--- src/rtl/clk_period_mon_pkg.sv ---
`timescale 1ns/1ps
`default_nettype none
// ============================================================================
// Module   : clk_period_mon_pkg
// Purpose  : Shared types, defaults and helpers for the clock-period monitor.
//            - ch_state_t : per-channel measurement FSM state
//            - cnt_max()  : saturation value of a period counter of width w,
//                           i.e. CNT_MAX = 2^CNT_W - 1
//            - abs_diff() : unsigned |a - b| that never wraps
// Ports    : none (package)
// Options  : none
// Revision : 1.0 - initial release
// ============================================================================
package clk_period_mon_pkg;

  // Default configuration of the monitor.
  localparam int DEF_NUM_CH   = 4;
  localparam int DEF_CNT_W    = 12;
  localparam int DEF_LOCK_CNT = 4;

  // Width of the abs_diff() result. Callers pass counter values of at most
  // 32 bits, so one extra bit is enough to hold any difference without wrap;
  // for a CNT_W-bit counter only the low CNT_W+1 bits can ever be non-zero.
  localparam int DIFF_W = 33;

  // Per-channel FSM state. IDLE waits for an arming edge, MEASURE counts
  // clk cycles between rising edges.
  typedef enum logic [0:0] {
    ST_IDLE    = 1'b0,
    ST_MEASURE = 1'b1
  } ch_state_t;

  // Saturation value of a w-bit period counter (CNT_MAX = 2^w - 1).
  // Reaching it without a rising edge means the monitored clock stopped.
  function automatic int cnt_max(input int w);
    return (1 << w) - 1;
  endfunction

  // Absolute difference computed one bit wider than the operands so that
  // the subtraction can never wrap.
  function automatic logic [DIFF_W-1:0] abs_diff(input logic [31:0] a,
                                                 input logic [31:0] b);
    logic [DIFF_W-1:0] r_res;
    if (a >= b) begin
      r_res = {1'b0, a} - {1'b0, b};
    end else begin
      r_res = {1'b0, b} - {1'b0, a};
    end
    return r_res;
  endfunction

endpackage : clk_period_mon_pkg
`default_nettype wire

--- src/rtl/clk_period_ch.sv ---
`timescale 1ns/1ps
`default_nettype none
// ============================================================================
// Module   : clk_period_ch
// Purpose  : One channel of the clock-period monitor. Detects rising edges of
//            a monitored signal, counts clk cycles between them, compares the
//            measured period against exp_period +/- tol, tracks lock and
//            keeps sticky error/timeout flags.
// Ports    : clk        - system clock
//            rst        - asynchronous active-high reset
//            en         - enable; low forces IDLE and drops lock
//            mon_in     - monitored clock / strobe
//            exp_period - expected period in clk cycles
//            tol        - allowed absolute deviation (inclusive)
//            err_clr    - clears err and timeout (a same-cycle set wins)
//            period_out - last measured period
//            period_vld - one-cycle pulse when period_out updates
//            locked     - LOCK_CNT consecutive good periods seen
//            err        - sticky: bad period or timeout
//            timeout    - sticky: counter saturated without an edge
// Options  : CLK_MON_SYNC_EN - insert a 2-flop synchronizer on mon_in
//            (adds 2 cycles of latency, measured periods unchanged).
// Revision : 1.0 - initial release
// ============================================================================
module clk_period_ch
  import clk_period_mon_pkg::*;
#(
  parameter int CNT_W    = DEF_CNT_W,
  parameter int LOCK_CNT = DEF_LOCK_CNT
) (
  input  logic             clk,
  input  logic             rst,
  input  logic             en,
  input  logic             mon_in,
  input  logic [CNT_W-1:0] exp_period,
  input  logic [CNT_W-1:0] tol,
  input  logic             err_clr,
  output logic [CNT_W-1:0] period_out,
  output logic             period_vld,
  output logic             locked,
  output logic             err,
  output logic             timeout
);

  localparam int                  c_GOOD_W  = $clog2(LOCK_CNT + 1);
  localparam logic [CNT_W-1:0]    c_CNT_MAX = CNT_W'(cnt_max(CNT_W));
  localparam logic [c_GOOD_W-1:0] c_LOCK    = c_GOOD_W'(LOCK_CNT);

  // --------------------------------------------------------------------------
  // Input conditioning
  // --------------------------------------------------------------------------
  logic w_mon;

`ifdef CLK_MON_SYNC_EN
  logic r_sync1;
  logic r_sync2;

  always_ff @(posedge clk or posedge rst) begin
    if (rst) begin
      r_sync1 <= 1'b0;
      r_sync2 <= 1'b0;
    end else begin
      r_sync1 <= mon_in;
      r_sync2 <= r_sync1;
    end
  end

  assign w_mon = r_sync2;
`else
  assign w_mon = mon_in;
`endif

  // --------------------------------------------------------------------------
  // Rising-edge detect
  // --------------------------------------------------------------------------
  logic r_mon_q;
  logic w_rise;

  always_ff @(posedge clk or posedge rst) begin
    if (rst) begin
      r_mon_q <= 1'b0;
    end else begin
      r_mon_q <= w_mon;
    end
  end

  assign w_rise = w_mon & ~r_mon_q;

  // --------------------------------------------------------------------------
  // Measurement state
  // --------------------------------------------------------------------------
  ch_state_t           r_state;
  logic [CNT_W-1:0]    r_cnt;
  logic [c_GOOD_W-1:0] r_good;
  logic [CNT_W-1:0]    r_period;
  logic                r_vld;
  logic                r_locked;
  logic                r_err;
  logic                r_timeout;

  logic [DIFF_W-1:0]   w_diff;
  logic                w_good;
  logic                w_sat;
  logic [c_GOOD_W-1:0] w_good_nxt;

  // r_cnt holds the number of clk cycles since the arming edge, so on a
  // rising edge it is exactly the period.
  assign w_diff     = abs_diff(32'(r_cnt), 32'(exp_period));
  assign w_good     = (w_diff <= DIFF_W'(tol));
  assign w_sat      = (r_state == ST_MEASURE) && (r_cnt == c_CNT_MAX);
  assign w_good_nxt = (r_good == c_LOCK) ? r_good : r_good + c_GOOD_W'(1);

  always_ff @(posedge clk or posedge rst) begin
    if (rst) begin
      r_state   <= ST_IDLE;
      r_cnt     <= '0;
      r_good    <= '0;
      r_period  <= '0;
      r_vld     <= 1'b0;
      r_locked  <= 1'b0;
      r_err     <= 1'b0;
      r_timeout <= 1'b0;
    end else begin
      r_vld <= 1'b0;

      // Clear first; any set event further down overrides it in the same
      // cycle, so a flag raised together with err_clr stays set.
      if (err_clr) begin
        r_err     <= 1'b0;
        r_timeout <= 1'b0;
      end

      if (!en) begin
        r_state  <= ST_IDLE;
        r_cnt    <= '0;
        r_good   <= '0;
        r_locked <= 1'b0;
      end else begin
        case (r_state)
          ST_IDLE: begin
            // The first edge only arms the channel; no period is reported.
            if (w_rise) begin
              r_state <= ST_MEASURE;
              r_cnt   <= CNT_W'(1);
            end else begin
              r_cnt <= '0;
            end
          end

          ST_MEASURE: begin
            if (w_sat) begin
              r_timeout <= 1'b1;
              r_err     <= 1'b1;
              r_locked  <= 1'b0;
              r_good    <= '0;
              // An edge coinciding with saturation is not a valid period;
              // it is used as a fresh arming edge instead.
              if (w_rise) begin
                r_cnt <= CNT_W'(1);
              end else begin
                r_state <= ST_IDLE;
                r_cnt   <= '0;
              end
            end else if (w_rise) begin
              r_period <= r_cnt;
              r_vld    <= 1'b1;
              r_cnt    <= CNT_W'(1);
              if (w_good) begin
                r_good   <= w_good_nxt;
                r_locked <= (w_good_nxt == c_LOCK);
              end else begin
                r_err    <= 1'b1;
                r_locked <= 1'b0;
                r_good   <= '0;
              end
            end else begin
              r_cnt <= r_cnt + CNT_W'(1);
            end
          end

          default: begin
            r_state <= ST_IDLE;
            r_cnt   <= '0;
          end
        endcase
      end
    end
  end

  assign period_out = r_period;
  assign period_vld = r_vld;
  assign locked     = r_locked;
  assign err        = r_err;
  assign timeout    = r_timeout;

endmodule : clk_period_ch
`default_nettype wire

--- src/rtl/clk_period_monitor.sv ---
`timescale 1ns/1ps
`default_nettype none
// ============================================================================
// Module   : clk_period_monitor
// Purpose  : Multi-channel clock-period checker. Each bit of mon_in is an
//            independent channel measuring its rising-edge-to-rising-edge
//            interval in clk cycles against a shared exp_period +/- tol.
// Ports    : clk        - system clock
//            rst        - asynchronous active-high reset
//            en         - global enable; low forces all channels to IDLE
//            mon_in     - [NUM_CH] monitored signals
//            exp_period - [CNT_W] expected period, shared by all channels
//            tol        - [CNT_W] allowed absolute deviation, inclusive
//            err_clr    - [NUM_CH] per-channel sticky-flag clear
//            period_out - [NUM_CH*CNT_W] last period, channel i at
//                         bits [i*CNT_W +: CNT_W]
//            period_vld - [NUM_CH] one-cycle update pulse
//            locked     - [NUM_CH] LOCK_CNT consecutive good periods
//            err        - [NUM_CH] sticky error
//            timeout    - [NUM_CH] sticky timeout (clock stopped)
// Options  : CLK_MON_SYNC_EN - 2-flop synchronizer on every mon_in bit.
// Revision : 1.0 - initial release
// ============================================================================
module clk_period_monitor
  import clk_period_mon_pkg::*;
#(
  parameter int NUM_CH   = DEF_NUM_CH,
  parameter int CNT_W    = DEF_CNT_W,
  parameter int LOCK_CNT = DEF_LOCK_CNT
) (
  input  logic                    clk,
  input  logic                    rst,
  input  logic                    en,
  input  logic [NUM_CH-1:0]       mon_in,
  input  logic [CNT_W-1:0]        exp_period,
  input  logic [CNT_W-1:0]        tol,
  input  logic [NUM_CH-1:0]       err_clr,
  output logic [NUM_CH*CNT_W-1:0] period_out,
  output logic [NUM_CH-1:0]       period_vld,
  output logic [NUM_CH-1:0]       locked,
  output logic [NUM_CH-1:0]       err,
  output logic [NUM_CH-1:0]       timeout
);

  // Channels share only the compare settings and the enable; everything
  // else is private, so simultaneous events on several channels need no
  // arbitration.
  for (genvar i = 0; i < NUM_CH; i++) begin : g_ch
    clk_period_ch #(
      .CNT_W    (CNT_W),
      .LOCK_CNT (LOCK_CNT)
    ) u_ch (
      .clk        (clk),
      .rst        (rst),
      .en         (en),
      .mon_in     (mon_in[i]),
      .exp_period (exp_period),
      .tol        (tol),
      .err_clr    (err_clr[i]),
      .period_out (period_out[i*CNT_W +: CNT_W]),
      .period_vld (period_vld[i]),
      .locked     (locked[i]),
      .err        (err[i]),
      .timeout    (timeout[i])
    );
  end : g_ch

endmodule : clk_period_monitor
`default_nettype wire
--- config.mk ---
export PLATFORM = sky130hd
export DESIGN_NAME = clk_period_monitor
export DESIGN_NICKNAME = d
export VERILOG_FILES = /design/src/rtl/clk_period_mon_pkg.sv /design/src/rtl/clk_period_ch.sv /design/src/rtl/clk_period_monitor.sv
export SDC_FILE = /design/constraint.sdc
export NUM_CORES = 1
export LEC_CHECK = 0
export BUFFER_PORTS_ARGS = -buffer_cell sky130_fd_sc_hd__buf_2
export CAP_MARGIN = 20
export CELL_PAD_IN_SITES_DETAIL_PLACEMENT = 0
export CELL_PAD_IN_SITES_GLOBAL_PLACEMENT = 1
export CORE_MARGIN = 2
export CORE_UTILIZATION = 38
export CTS_CLUSTER_SIZE = 20
export DETAILED_ROUTE_END_ITERATION = 16
export GPL_ROUTABILITY_DRIVEN = 1
export PLACE_DENSITY = 0.64
export SLEW_MARGIN = 20
export SYNTH_ARGS = -nofsm -noshare
export SYNTH_HDL_FRONTEND = slang
export SYNTH_SLANG_ARGS = --single-unit
--- constraint.sdc ---
create_clock -name clk -period 5.1 [get_ports clk]
set_input_delay 1.02 -clock clk [delete_from_list [all_inputs] [get_ports clk]]
set_output_delay 1.02 -clock clk [all_outputs]
set_load 0.005 [all_outputs]
==> metrics <==
Power Total 3.011 mW; grt met3 use 3.252%; P per Cell Area 213.4 nW/um2; Clock Path Buffers 2; crit path cell chain buf_2 -> clkinvlp_4 -> buf_6 -> ha_1 -> nand4_1 -> nor3_2 -> a211oi_2 -> a21bo_2 -> buf_4 -> mux2_2 -> a31o_1 -> a221oi_2 -> xnor2_1 -> ha_1 -> nand3_1 -> nand2_1 -> o31ai_2 -> a31oi_1 -> nor4_2 -> buf_4 -> a31oi_1 -> o21ai_1; Async SR Flop Fraction 100.0%; final setup margin 264.7 ps; area delta synth->final 25.59%; cell row count between 60 and 70; DR pass1 iterations 5; CTS tree yes; status finished, final reports clean; met2 Use GR 37.37%; CTS Hold Buffers Added 0; Detail Route Antenna Nets 0; share of post-route cells with drive strength above 1 around 24%; setup violators final 0; Buf/Inv on CP 5; initial core utilization 38.83%; Distinct cells, synth 69; Slew headroom a little over two fifths; worst-path fanout max 7; clk sinks 132; fin crit period 4835 ps; first-pass GRT wire length approximately 54000 um; Crit-path slowest cell mux2_2; Hold Path Class register to register; Max stage delay on crit path 350 ps; Crit. End Element register; die width 175.9 um; Max-Cap Viols 0; CP Launch Type input pin; synth warn 0; vias in the first global route 9823; Crit path max-delay family compound AO/OA/AOI/OAI gates; grt ovf 0; non-filler cells, final 1938; unrepaired setup endpoints after global routing false; pin count of the biggest net entering global routing 49; Vias/cell 5.152; Seq/Total Area, Yosys between 20% and 30%; Slew Limit Fails 0; slew at the pin with the worst max-slew slack around 860 ps; leakage 6.929 nW; Seq cells post-synth 132; htree depth 4; Global Route Usage Sum 22.97%; clock latency on the worst-skew pair 450 ps; Die ar. between 30000 and 40000 um2; CTS buffer count 17; Core Util, Final 48.76%; DP Wirelength 27770 um; Fmax 0.2068 GHz; clk_skew 10.85 ps; Cell Count Post-Placement ~1.9k; Final Instance Area about 14000 um2; ANT cells 0; DR WL/cell ~18 um; Synth Instances 1283; Synth Flop Type dfrtp_1; num ports 99; clk slew on worst S/H paths around 50 ps; dpl ws -341.2 ps; area of placed instances roughly 13000 um2; Final Cycle Share 94.81%; Worst Hold Slack 472.6 ps; number of synthesized flops with an enable pin 0; syn_nets between 1k and 1.5k; Syn Area/Cell about 8.8 um2; Core ar. 28940 um2; Final nets 1740; drc violations 0; gr busiest metal met2; Die Y 175.9 um; Hold Fails Final Rpt 0; final wirelength about 35000 um; initial antenna violation count 0; TNS Setup 0 ps; VDD IR max 0.2037 mV; CTS Root Cell clkbuf_16; CP Data Arrival Time 5170 ps; critical path class input pin to register; CP required 5430 ps; Vias 9984; RD Place Congestion 0.9091; M1 GR Usage 31.01%; Port Buf Inserts 98; DR iter-0 viols around 610; cell area after synthesis 11230 um2
-- layout by cell type, fill, tap and decap left out, types with 6 or more instances in the layout --
cell type  count
buf_4        191
ha_1         156
dfrtp_1      132
inv_1        116
nand2_1      113
buf_2         98
o21ai_0       87
a21oi_1       79
nor2_1        75
xnor2_1       66
a21o_1        62
nand3_1       36
nand4_1       23
mux2i_1       21
mux2_2        17
clkbuf_16     17
nor3_1        15
nor2b_1       14
nand2b_1      13
xor2_1        12
and2_1        11
a221oi_1      11
o21a_1        10
a21boi_0      10
and3_1        10
a31oi_1        9
a22o_1         8
fa_1           8
o221ai_1       7
or2_2          6
nor4_1         6
nand3b_1       6
a211oi_1       6
-- sequential cells by signal, indices dropped and copies added, names as in the netlist --
signal and count:
g_ch.u_ch.err 4, g_ch.u_ch.locked 4, g_ch.u_ch.period_out 48, g_ch.u_ch.period_vld 4, g_ch.u_ch.r_cnt 48, g_ch.u_ch.r_good 12
g_ch.u_ch.r_mon_q 4, g_ch.u_ch.r_state 4, g_ch.u_ch.timeout 4
-- synthesized netlist by cell type, drive strengths merged (10+ instances only) --
master  instances  area share, %
ha            156             17
dfrtp         132             29
inv           120            4.0
nand2         113            3.8
o21ai          91            4.1
a21oi          81            3.6
nor2           75            2.5
xnor2          66            5.1
a21o           63            4.2
nand3          36            1.6
buf            30            1.8
clkbuf         26           0.88
nand4          23            1.3
mux2i          22            2.0
mux2           18            1.8
nor3           16           0.71
nor2b          14           0.78
a221oi         13            1.1
nand2b         13           0.72
xor2           12           0.94
and2           11           0.61
a21boi         10           0.67
and3           10           0.56
o21a           10           0.67
-- path summary, 6_finish.rpt --
check | from | to | slack [ps] | cells past startpoint
setup / recovery | exp_period[1] | g_ch[1].u_ch.r_good[0] | 260 | 22
hold / removal | g_ch[1].u_ch.period_out[6] | g_ch[1].u_ch.period_out[6] | 470 | 2
setup reg to reg | g_ch[2].u_ch.r_cnt[0] | g_ch[2].u_ch.r_good[1] | 640 | 19
hold reg to reg | g_ch[1].u_ch.period_out[6] | g_ch[1].u_ch.period_out[6] | 470 | 2
max in group asynchronous | rst | g_ch[2].u_ch.r_cnt[8] | 3560 | 3
min in group asynchronous | rst | g_ch[3].u_ch.period_out[6] | 560 | 2
-- cell type report --
cell class | instances | area [um2]
Timing Repair Buffer | 295 | 2036
Multi-Input combinational cell | 975 | 7223
Sequential cell | 132 | 3303
Clock inverter | 9 | 126.4
Tap cell | 384 | 480.5
Fill cell | 2883 | 14830
Inverter | 120 | 462.9
Clock buffer | 23 | 478.0
-- worst min-delay path, stage by stage, from the launching register on --
cell and delay [ps]:
dfrtp_1 340, nand2_1 40, o21ai_0 60
-- power by group --
part           leakage [nW]  switching, mW  internal, mW  total [mW]
sequential             1.82         0.0177          1.07        1.09
clock                 0.297          0.485         0.804        1.29
combinational          4.82          0.344         0.288       0.632
-- cell families (layout without fill, tap and decap cells) --
kind of cell	count (synthesis)	after routing	share of synthesized area, %
simple gates	347	347	14.90
xor+xnor	78	78	6.081
compound gates	346	346	20.28
buf+inv	176	447	6.738
flops	132	132	29.40
mux	40	40	3.798
fa+ha+maj	164	164	18.80
-- what timing repair did --
item / CTS / global route
buffers inserted: 0 / 2
endpoints found under the setup margin: 0 / 15
gates resized for setup: 0 / 17
-- metal layers --
| metal | wire length (um) | part of all wire [%] |
|---|---|---|
| met5 | 0 | 0 |
| met4 | 957 | 2.8 |
| met3 | 1195 | 3.5 |
| met2 | 16010 | 46 |
| met1 | 16410 | 47 |
Power figures use the tool's default switching activity.
